### src/rtl/gray_counter_ud.sv
// gray_counter_ud: parametrised up/down Gray counter with load, wrap pulse and optional saturate.
// Define GRAY_COUNTER_SAT_EN to add the sat port and saturating behaviour.
module gray_counter_ud #(
  parameter int unsigned WIDTH = 8,
  parameter int unsigned RESET_VAL = 0
) (
  input  logic             clk,
  input  logic             rst,
  input  logic             en,
  input  logic             up,
  input  logic             load,
  input  logic [WIDTH-1:0] load_val,
`ifdef GRAY_COUNTER_SAT_EN
  input  logic             sat,
`endif
  output logic [WIDTH-1:0] gray,
  output logic [WIDTH-1:0] bin,
  output logic             wrap
);
  localparam logic [WIDTH-1:0] RST_BIN = WIDTH'(RESET_VAL);
  logic [WIDTH-1:0] bin_nxt;
  logic             wrap_nxt;
  logic             edge_hit;
  logic             hold_sat;
  assign edge_hit = up ? &bin : ~|bin;
`ifdef GRAY_COUNTER_SAT_EN
  assign hold_sat = sat & edge_hit;
`else
  assign hold_sat = 1'b0;
`endif
  always_comb begin
    bin_nxt  = load ? load_val
             : (en & ~hold_sat) ? (up ? bin + 1'b1 : bin - 1'b1)
             : bin;
    wrap_nxt = ~load & en & edge_hit & ~hold_sat;
  end
  // gray is derived from bin_nxt so both outputs describe the same count
  always_ff @(posedge clk or posedge rst)
    if (rst) begin
      bin  <= RST_BIN;
      gray <= RST_BIN ^ (RST_BIN >> 1);
      wrap <= 1'b0;
    end else begin
      bin  <= bin_nxt;
      gray <= bin_nxt ^ (bin_nxt >> 1);
      wrap <= wrap_nxt;
    end
endmodule

### config.mk
export PLATFORM = sky130hd
export DESIGN_NAME = gray_counter_ud
export DESIGN_NICKNAME = d
export VERILOG_FILES = /design/src/rtl/gray_counter_ud.sv
export SDC_FILE = /design/constraint.sdc
export NUM_CORES = 1
export LEC_CHECK = 0
export CORE_MARGIN = 3
export CORE_UTILIZATION = 46
export CTS_CLUSTER_DIAMETER = 50
export CTS_CLUSTER_SIZE = 25
export DETAILED_ROUTE_END_ITERATION = 10
export PLACE_DENSITY = 0.78
export SYNTH_ARGS = -nofsm -noshare
export SYNTH_HDL_FRONTEND = slang
export SYNTH_SLANG_ARGS = --single-unit
### constraint.sdc
create_clock -name clk -period 2.6 [get_ports clk]
set_clock_uncertainty 0.05 [all_clocks]
set_input_delay 0.65 -clock clk [delete_from_list [all_inputs] [get_ports clk]]
set_output_delay 0.65 -clock clk [all_outputs]
set_load 0.01 [all_outputs]
== Yosys cells after proc, flatten, opt, wreduce, memory -nomap -nowiden ==
Cells that the tools add are included.

* Register bits: 17
* Input bits: 13
* Output and inout port bits: 17

* Add/sub/neg operators: 2
* Multiplexer cells: 4
* Bitwise operators: 4
* Reductions and logical operators: 3

{| class="wikitable"
|+ Operators by type and width
! kind !! number
|-
| $mux 8 || 3
|-
| $add 8x1->8 const B || 1
|-
| $reduce_and 8->1 || 1
|-
| $reduce_or 8->1 || 1
|-
| $sub 8x1->8 const B || 1
|-
| $xor 8x7->8 || 1
|-
| $and 1x1->1 || 2
|-
| $logic_not 1->1 || 1
|-
| $mux 1 || 1
|-
| $not 1->1 || 1
|}

== Logic depth before layout (Yosys ltp) ==
Gate-level depths: netlist of run 1.

* Depth after elaboration: 5
* Depth in mapped cells: 8
* Depth with buffers taken out: 8

== Worst setup path after synthesis of run 1 ==
No wires, ideal clock.

* Path type: in2reg
* Start: input port up
* End: register gray[6]
* Setup time: 79 ps
* Arrival time: 2377 ps
* Data required time: 2471 ps
* Path slack: 94 ps
* Cell stages on the path: 8
* Buffers on the path: 0
* Cells stage by stage: inv_1 -> ha_1 -> nor2b_4 -> o31a_1 -> o21a_1 -> or4_4 -> nand3_2 -> xor2_1

* Longest elaborated chain between the ends: 4

{| class="wikitable"
|+ RTL lines
! what !! line !! text
|-
| from (decl) || 10 || <nowiki>input logic up,</nowiki>
|-
| $mux 8 (2 in a row) || 33 || <nowiki>: (en & ~hold_sat) ? (up ? bin + 1'b1 : bin - 1'b1)</nowiki>
|-
| $mux 8 || 32 || <nowiki>bin_nxt = load ? load_val</nowiki>
|-
| net bin_nxt[6] || 21 || <nowiki>logic [WIDTH-1:0] bin_nxt;</nowiki>
|-
| $xor 8x7->8 || 45 || <nowiki>gray <= bin_nxt ^ (bin_nxt >> 1);</nowiki>
|-
| to (signal assigned) || 41 || <nowiki>gray <= RST_BIN ^ (RST_BIN >> 1);</nowiki>
|-
| to (signal assigned) || 45 ||
|-
| to (decl) || 16 || <nowiki>output logic [WIDTH-1:0] gray,</nowiki>
|}

The timed path passes the listed nets, and every way through them passes these cells.

== Worst setup path in the final report of run 1 ==
Ends and elaborated chain as after synthesis.

==> impl_metrics.toml, run 1 <==
[status]
status = "finished, final reports clean"

[drt]
route.detailed.drc = 0
drt.antenna.violating_nets = 0
vias = 904
drt-initial-drc-count = 17
wl_per_cell_um = 14.7
number_of_optimization_iterations_in_the_first_detailed_route_pass = 4
vias_per_cell = 5.41
wl_final_um = 2460

[power]
power_switching_mw = 0.345
power.share.sequential_pct = 36.4
cellPowerDensity_nw_per_um2 = 677
intPower_mw = 0.663
p_leak_nw = 0.624
power.clock.fraction_pct = 12.5
power.share.combinational_pct = 51.1
power.share.switching_pct = 34.3
peakVddDrop_mv = 0.609

[clock_network]
clock_tree_from_tritoncts = "done"
clock_sinks = 16
count_of_h_tree_levels_built_during_cts = 1
ctsRootBufferMaster = "clkbuf_4"
cts_inserted_buffers = 3
clk-insertion-delay-late_ns = 0.28
worst_setup_hold_path_clk_slew_ns = 0.09
cts.path.max_buffers = 2
cts.repair_timing.setup_buffer_count = 0

[sta]
max_freq_mhz = 415
final-max-slew-violation-count = 0
finalSetupViolations = 0
final.hold.worst_slack_ns = 0.678
setup_slack_ns = 0.191
final-hold-violation-count = 0
finalCritPeriodShare_pct = 92.7
worstMarginPinSlew_ns = 0.581
final.setup.tns_ns = 0
slew_limit_headroom_pct = 61.2
post-route-min-period_ns = 2.41
setup_repair_after_global_routing_missed_its_margin = "false"

[yosys]
post_synth.cell_area_avg_um2 = 9.90
synth_commonest_cells = "dfrtp_1 (16), a21oi_1 (7), inv_1 (7), xnor2_1 (7)"
postSynth.asyncResetShare_pct = 100
synth_seq_area_share_pct = 40.1
synth_top_flop_cell = "dfrtp_1"
synth_enable_flop_cells = 0
dominant_cells_by_area_after_synthesis = "dfrtp_1 (40%), ha_1 (7.5%), xnor2_1 (6.1%), mux2i_1 (4.0%), a21oi_1 (3.5%)"
postSynthCellCount = 101
yosysTopAreaCellShare_pct = 40.1
yosys.cell_count.top_type = "dfrtp_1"
synth_cell_type_count = 33
synth-seq-cells = 16
synth_largest_area_cell = "dfrtp_1"
ys.warnings.count = 0
synthesis.area_um2 = 1000
synthesis.nets = 121

[place]
routabilityCongestion = 0.793
pre_cts_slack_ns = -0.486
place.port_buffers = 29
dp.cells = 164
dpl-instance-area_um2 = 1390
post-dp-hpwl_um = 1810

[floorplan]
die_x_extent_um = 52.6
full_die_area_um2 = 2770
floorplan.rows = 16
design.portCount = 30
fp.coreArea_um2 = 2000
effective_utilization_at_floorplan_pct = 49.9
chipHeight_um = 52.6

[finish]
antenna-diode-count = 0
post_layout_nonfiller_instances = 167
design.final.nets = 162
drive_gt1_share_pct = 19.3
areaGrowthSynthToFinish_pct = 48.9
stdcell_area_um2 = 1490

[grt]
first_global_vias = 925
global_route.overflow_total = 0
grt_first_pass_wirelength_um = 4170
grt_start_max_net_pins = 17
initial_antenna_violation_count = 0
globalRouteTotalUtil_pct = 21.2

[hold_path]
min-delay-path-class = "input port to async pin"

[critical_path]
cp.buffers_inverters = 2
worst_setup_path_end_kind = "register"
kind_of_start_point_of_the_critical_path = "input port"
path_max_fanout = 5
worst_ep_required_time_ns = 2.76
timing.critical_path.max_delay_family = "simple AND/OR/NAND/NOR gates"
path_cells = "dlygate4sd2_1 > inv_2 > ha_4 > nor2b_4 > o31a_1 > o21a_1 > or4_4 > nand3_4 > xor2_1"
criticalPathCategory = "input port to register"
critical-path-max-stage-delay_ns = 0.49
worst-endpoint-arrival_ns = 2.57
cp_slowest_cell = "or4_4"

[job]
drv_cap = 0
[per-stage QoR]
step	utilization (%)	power, mW
floorplan	-	0.609
CTS	74.4	1.01
global route	74.4	1.08
global placement	69.3	0.827
detailed placement	69.3	0.840
finish	74.4	1.01
[sequential cells by signal, summed over array words and instances (netlist names)]
signal	flops
bin	8
gray	7
wrap	1
[logic make-up after synthesis]
group                      count (synthesis)  share of synthesized area, %
DFF                                       16                          40.0
xor gates and xnor gates                  11                          9.64
AOI/OAI and AO/OA                         23                          14.1
and+or+nand+nor                           27                          15.8
muxes                                      6                          6.26
buffers and inverters                     11                          4.63
adders and majority gates                  7                          9.51
[worst reg2reg max path: stages (launching register included)]
cell     delay [ns]
dfrtp_1        0.48
inv_1          0.14
fa_2           0.25
nor2b_4        0.05
o31a_1         0.25
o21a_1         0.19
or4_4          0.49
nand3_4        0.11
xor2_1         0.15
[layer usage]
metal | global-route usage, % | wire length, um | vias to the layer above
met5 | 0 | 0 | -
met4 | 7.23 | 57 | 0
met3 | 5.98 | 124 | 8
met2 | 37.4 | 1290 | 28
met1 | 24.2 | 992 | 427
li1 | - | - | 441
[power groups by stage]
stage               clock (mW)  sequential, mW  combinational [mW]
finish                   0.126           0.367               0.515
global route             0.143           0.373               0.566
CTS                      0.129           0.364               0.515
detailed placement           0           0.364               0.476
global placement             0           0.363               0.464
floorplan                    0           0.389               0.221
[cells in the final DEF (no fill, tap or decap), types with 2 or more instances in the layout]
cell type | Yosys | layout
nand3_1 | 3 | 3
clkbuf_4 | 0 | 3
ha_1 | 6 | 2
dfrtp_1 | 16 | 16
xnor2_1 | 7 | 7
inv_1 | 7 | 6
nor4_1 | 2 | 2
o21a_1 | 2 | 2
o211ai_1 | 2 | 2
xor2_1 | 4 | 4
clkdlybuf4s50_1 | 0 | 28
buf_4 | 1 | 11
nand2_1 | 4 | 4
nor2_1 | 6 | 6
o21ai_0 | 5 | 5
nor3b_1 | 4 | 4
nor3_1 | 3 | 3
mux2i_1 | 4 | 3
a21oi_1 | 7 | 7
ha_4 | 0 | 4
[path summary, 6_finish.rpt]
kind,to,startpoint,cells after the start,slack (ns)
max,gray[6],up,9,0.19
min,gray[5],rst,2,0.68
max reg2reg,gray[6],bin[0],8,0.37
min reg2reg,bin[7],bin[7],2,0.70
max in group asynchronous,bin[1],rst,2,1.44
min in group clk,bin[7],bin[7],2,0.70
[what timing repair did]
item / 4_1_cts / 5_1_grt
gates resized for setup: 12 / 0
hold buffers: 0 / 0
endpoints found under the setup margin: 4 / 0
[layout make-up]
type,count,area [um^2]
clock buffers,3,22.5
fillers,141,513
inverters,7,26.3
multi-input cells,74,634
flip-flops and latches,16,400
well taps,27,33.8
repair buffers,40,372
Note: power is estimated with default switching activity, not from simulation.
==> run 2: changes to the inputs <==
--- a/config.mk
+++ b/config.mk
@@ -5,12 +5,14 @@
 export SDC_FILE = /design/constraint.sdc
 export NUM_CORES = 1
 export LEC_CHECK = 0
+export CAP_MARGIN = 20
 export CORE_MARGIN = 3
 export CORE_UTILIZATION = 46
 export CTS_CLUSTER_DIAMETER = 50
 export CTS_CLUSTER_SIZE = 25
 export DETAILED_ROUTE_END_ITERATION = 10
 export PLACE_DENSITY = 0.78
+export SLEW_MARGIN = 20
 export SYNTH_ARGS = -nofsm -noshare
 export SYNTH_HDL_FRONTEND = slang
 export SYNTH_SLANG_ARGS = --single-unit
==> results of run 2 <==
The final DEF is identical to that of run 1; final timing and power are the same.
==> run 3: changes to the inputs <==
--- a/config.mk
+++ b/config.mk
@@ -9,7 +9,6 @@
 export CORE_MARGIN = 3
 export CORE_UTILIZATION = 46
 export CTS_CLUSTER_DIAMETER = 50
-export CTS_CLUSTER_SIZE = 25
 export DETAILED_ROUTE_END_ITERATION = 10
 export PLACE_DENSITY = 0.78
 export SLEW_MARGIN = 20
==> results of run 3 <==
The final DEF is identical to that of run 1; final timing and power are the same.
==> patch (flow settings as in run 3) <==
Register the inputs `en`, `up`, `load` and `load_val` before use, without a reset. The logic sees them one clock later.
--- a/src/rtl/gray_counter_ud.sv
+++ b/src/rtl/gray_counter_ud.sv
@@ -18,21 +18,34 @@
   output logic             wrap
 );
   localparam logic [WIDTH-1:0] RST_BIN = WIDTH'(RESET_VAL);
+
+  logic en_q;
+  logic up_q;
+  logic load_q;
+  logic [WIDTH-1:0] load_val_q;
+
+  always_ff @(posedge clk) begin
+    en_q       <= en;
+    up_q       <= up;
+    load_q     <= load;
+    load_val_q <= load_val;
+  end
+
   logic [WIDTH-1:0] bin_nxt;
   logic             wrap_nxt;
   logic             edge_hit;
   logic             hold_sat;
-  assign edge_hit = up ? &bin : ~|bin;
+  assign edge_hit = up_q ? &bin : ~|bin;
 `ifdef GRAY_COUNTER_SAT_EN
   assign hold_sat = sat & edge_hit;
 `else
   assign hold_sat = 1'b0;
 `endif
   always_comb begin
-    bin_nxt  = load ? load_val
-             : (en & ~hold_sat) ? (up ? bin + 1'b1 : bin - 1'b1)
+    bin_nxt  = load_q ? load_val_q
+             : (en_q & ~hold_sat) ? (up_q ? bin + 1'b1 : bin - 1'b1)
              : bin;
-    wrap_nxt = ~load & en & edge_hit & ~hold_sat;
+    wrap_nxt = ~load_q & en_q & edge_hit & ~hold_sat;
   end
   // gray is derived from bin_nxt so both outputs describe the same count
   always_ff @(posedge clk or posedge rst)
Function: changed (Yosys sat finds a counterexample within 4 cycles, from zero or initial values and one cycle with rst high).
==> patch against run 3 <==
Sequential cell count is 11 higher. Routed wire length grew 1.0%. Cell area rose by 6.0%. Register-to-register slack worse by 0.24 ns. Worst hold slack got worse by 0.20 ns. Cell count rose by 4.2%. Global-route usage decreased by 4.7 points. Power rose by 16%. Worst setup slack lost 0.056 ns. Synthesized area grew 22%. Count of clock-buffer cells in the layout unchanged. Utilization shrank 11 points. Highest routed layer is now met3.
==> patch: results (changes against run 3) <==
Final layout
  • Multi-input logic area: 553.0 µm² (was 634.4 µm²)
  • Sequential Area: 620.6 µm² (was 400.4 µm²)
  • Largest regs: bin x8, load_val_q x8, gray x7 (was bin x8, gray x7, wrap x1)
  • Fillers: 223 (was 141)
  • Bufs w/o clock: 32 (was 40)
  • Buffering overhead: 19.83% (was 24.96%)
  • Clock-cell share: 1.745% (was 1.513%)

Synthesis
  • Commonest cells post-synth: 16 x dfrtp_1, 11 x dfxtp_1, 7 x a21oi_1, 7 x inv_1, 7 x xnor2_1 (was 16 x dfrtp_1, 7 x a21oi_1, 7 x inv_1, 7 x xnor2_1)
  • Yosys cell types: 34 (was 33)
  • Net count after synthesis: 132 (was 121)
  • Largest cells by area after synthesis: dfrtp_1 33%, dfxtp_1 18%, ha_1 6.2%, xnor2_1 5.0%, mux2i_1 3.3% (was dfrtp_1 40%, ha_1 7.5%, xnor2_1 6.1%, mux2i_1 4.0%, a21oi_1 3.5%)
  • Register area share after synthesis: 50.87% (was 40.05%)
  • Mapped Cells: 112 (was 101)

Placed design
  • Placed cell area: 1550 µm² (was 1386 µm²)
  • Final Wtd Congestion: 0.7788 (was 0.7926)
  • Detailed Place HPWL: 1926 µm (was 1807 µm)
  • Pre-CTS setup slack: 0.1771 ns (was -0.4863 ns)

Global route
  • First-pass GRT wire length: 4188 µm (was 4167 µm)
  • Vias in the first global route: 939 (was 925)
  • GRT Total Usage: 16.45% (was 21.19%)

Critical path
  • Crit start category: register (was input pin)
  • Worst EP arrival: 2.66 ns (was 2.57 ns)
  • R2R Path Start: up_q$_DFF_P_ (was bin[0]$_DFF_PP0_)
  • Critical Path Max Stage Delay: 0.47 ns (was 0.49 ns)

Hold path
  • Hold Crit Class: register to register (was input pin to asynchronous set/reset pin)

Clock tree
  • Reg clk slew, reported paths: 0.13 ns (was 0.09 ns)

Floorplanning
  • Cell Rows: 18 (was 16)

Power
  • Peak supply drop: 0.5121 mV (was 0.6086 mV)
  • Combinational share of power: 38.3% (was 51.1%)
  • Clock share of power: 14.7% (was 12.5%)
  • P_leak: 0.6777 nW (was 0.6244 nW)

Timing
  • Final hold slack: 0.4793 ns (was 0.6777 ns)

Status
  • Status: finished clean (unchanged)

Route
  • Routed WL: 2487 µm (was 2462 µm)
==> patch: changes by cell type in the layout (fill, tap and decap cells not counted), sizes merged <==
| cell | change |
|---|---|
| clkinv | +1 |
| buf | -8 |
| clkdlybuf4s50 | +1 |
| dfxtp | +11 |
| dlygate4sd2 | -1 |
==> patch: cells by family (layout without fill, tap and decap cells) <==
kind of cell	Yosys count	count (layout)	share of synthesized area [%]
flops	27	27	50.87
simple gates	27	27	12.92
compound gates	23	23	11.59
xor+xnor	11	11	7.897
buf+inv	11	43	3.795
fa+ha+maj	7	7	7.795
mux	6	6	5.128
==> patch: per-layer routing <==
metal  track usage [%]  part of all wire (%)  wire, µm
met1             20.00                    43      1063
met2             28.71                    51      1275
met3             5.430                   5.9       147
met4             2.649                     0         0
met5                 0                     0         0
==> patch: worst min-delay path: cells and delay by family, from the launching register on <==
| kind | cells | cell delay, ns |
|---|---|---|
| flops | 1 | 0.34 |
| compound gates | 1 | 0.11 |
| simple gates | 1 | 0.04 |
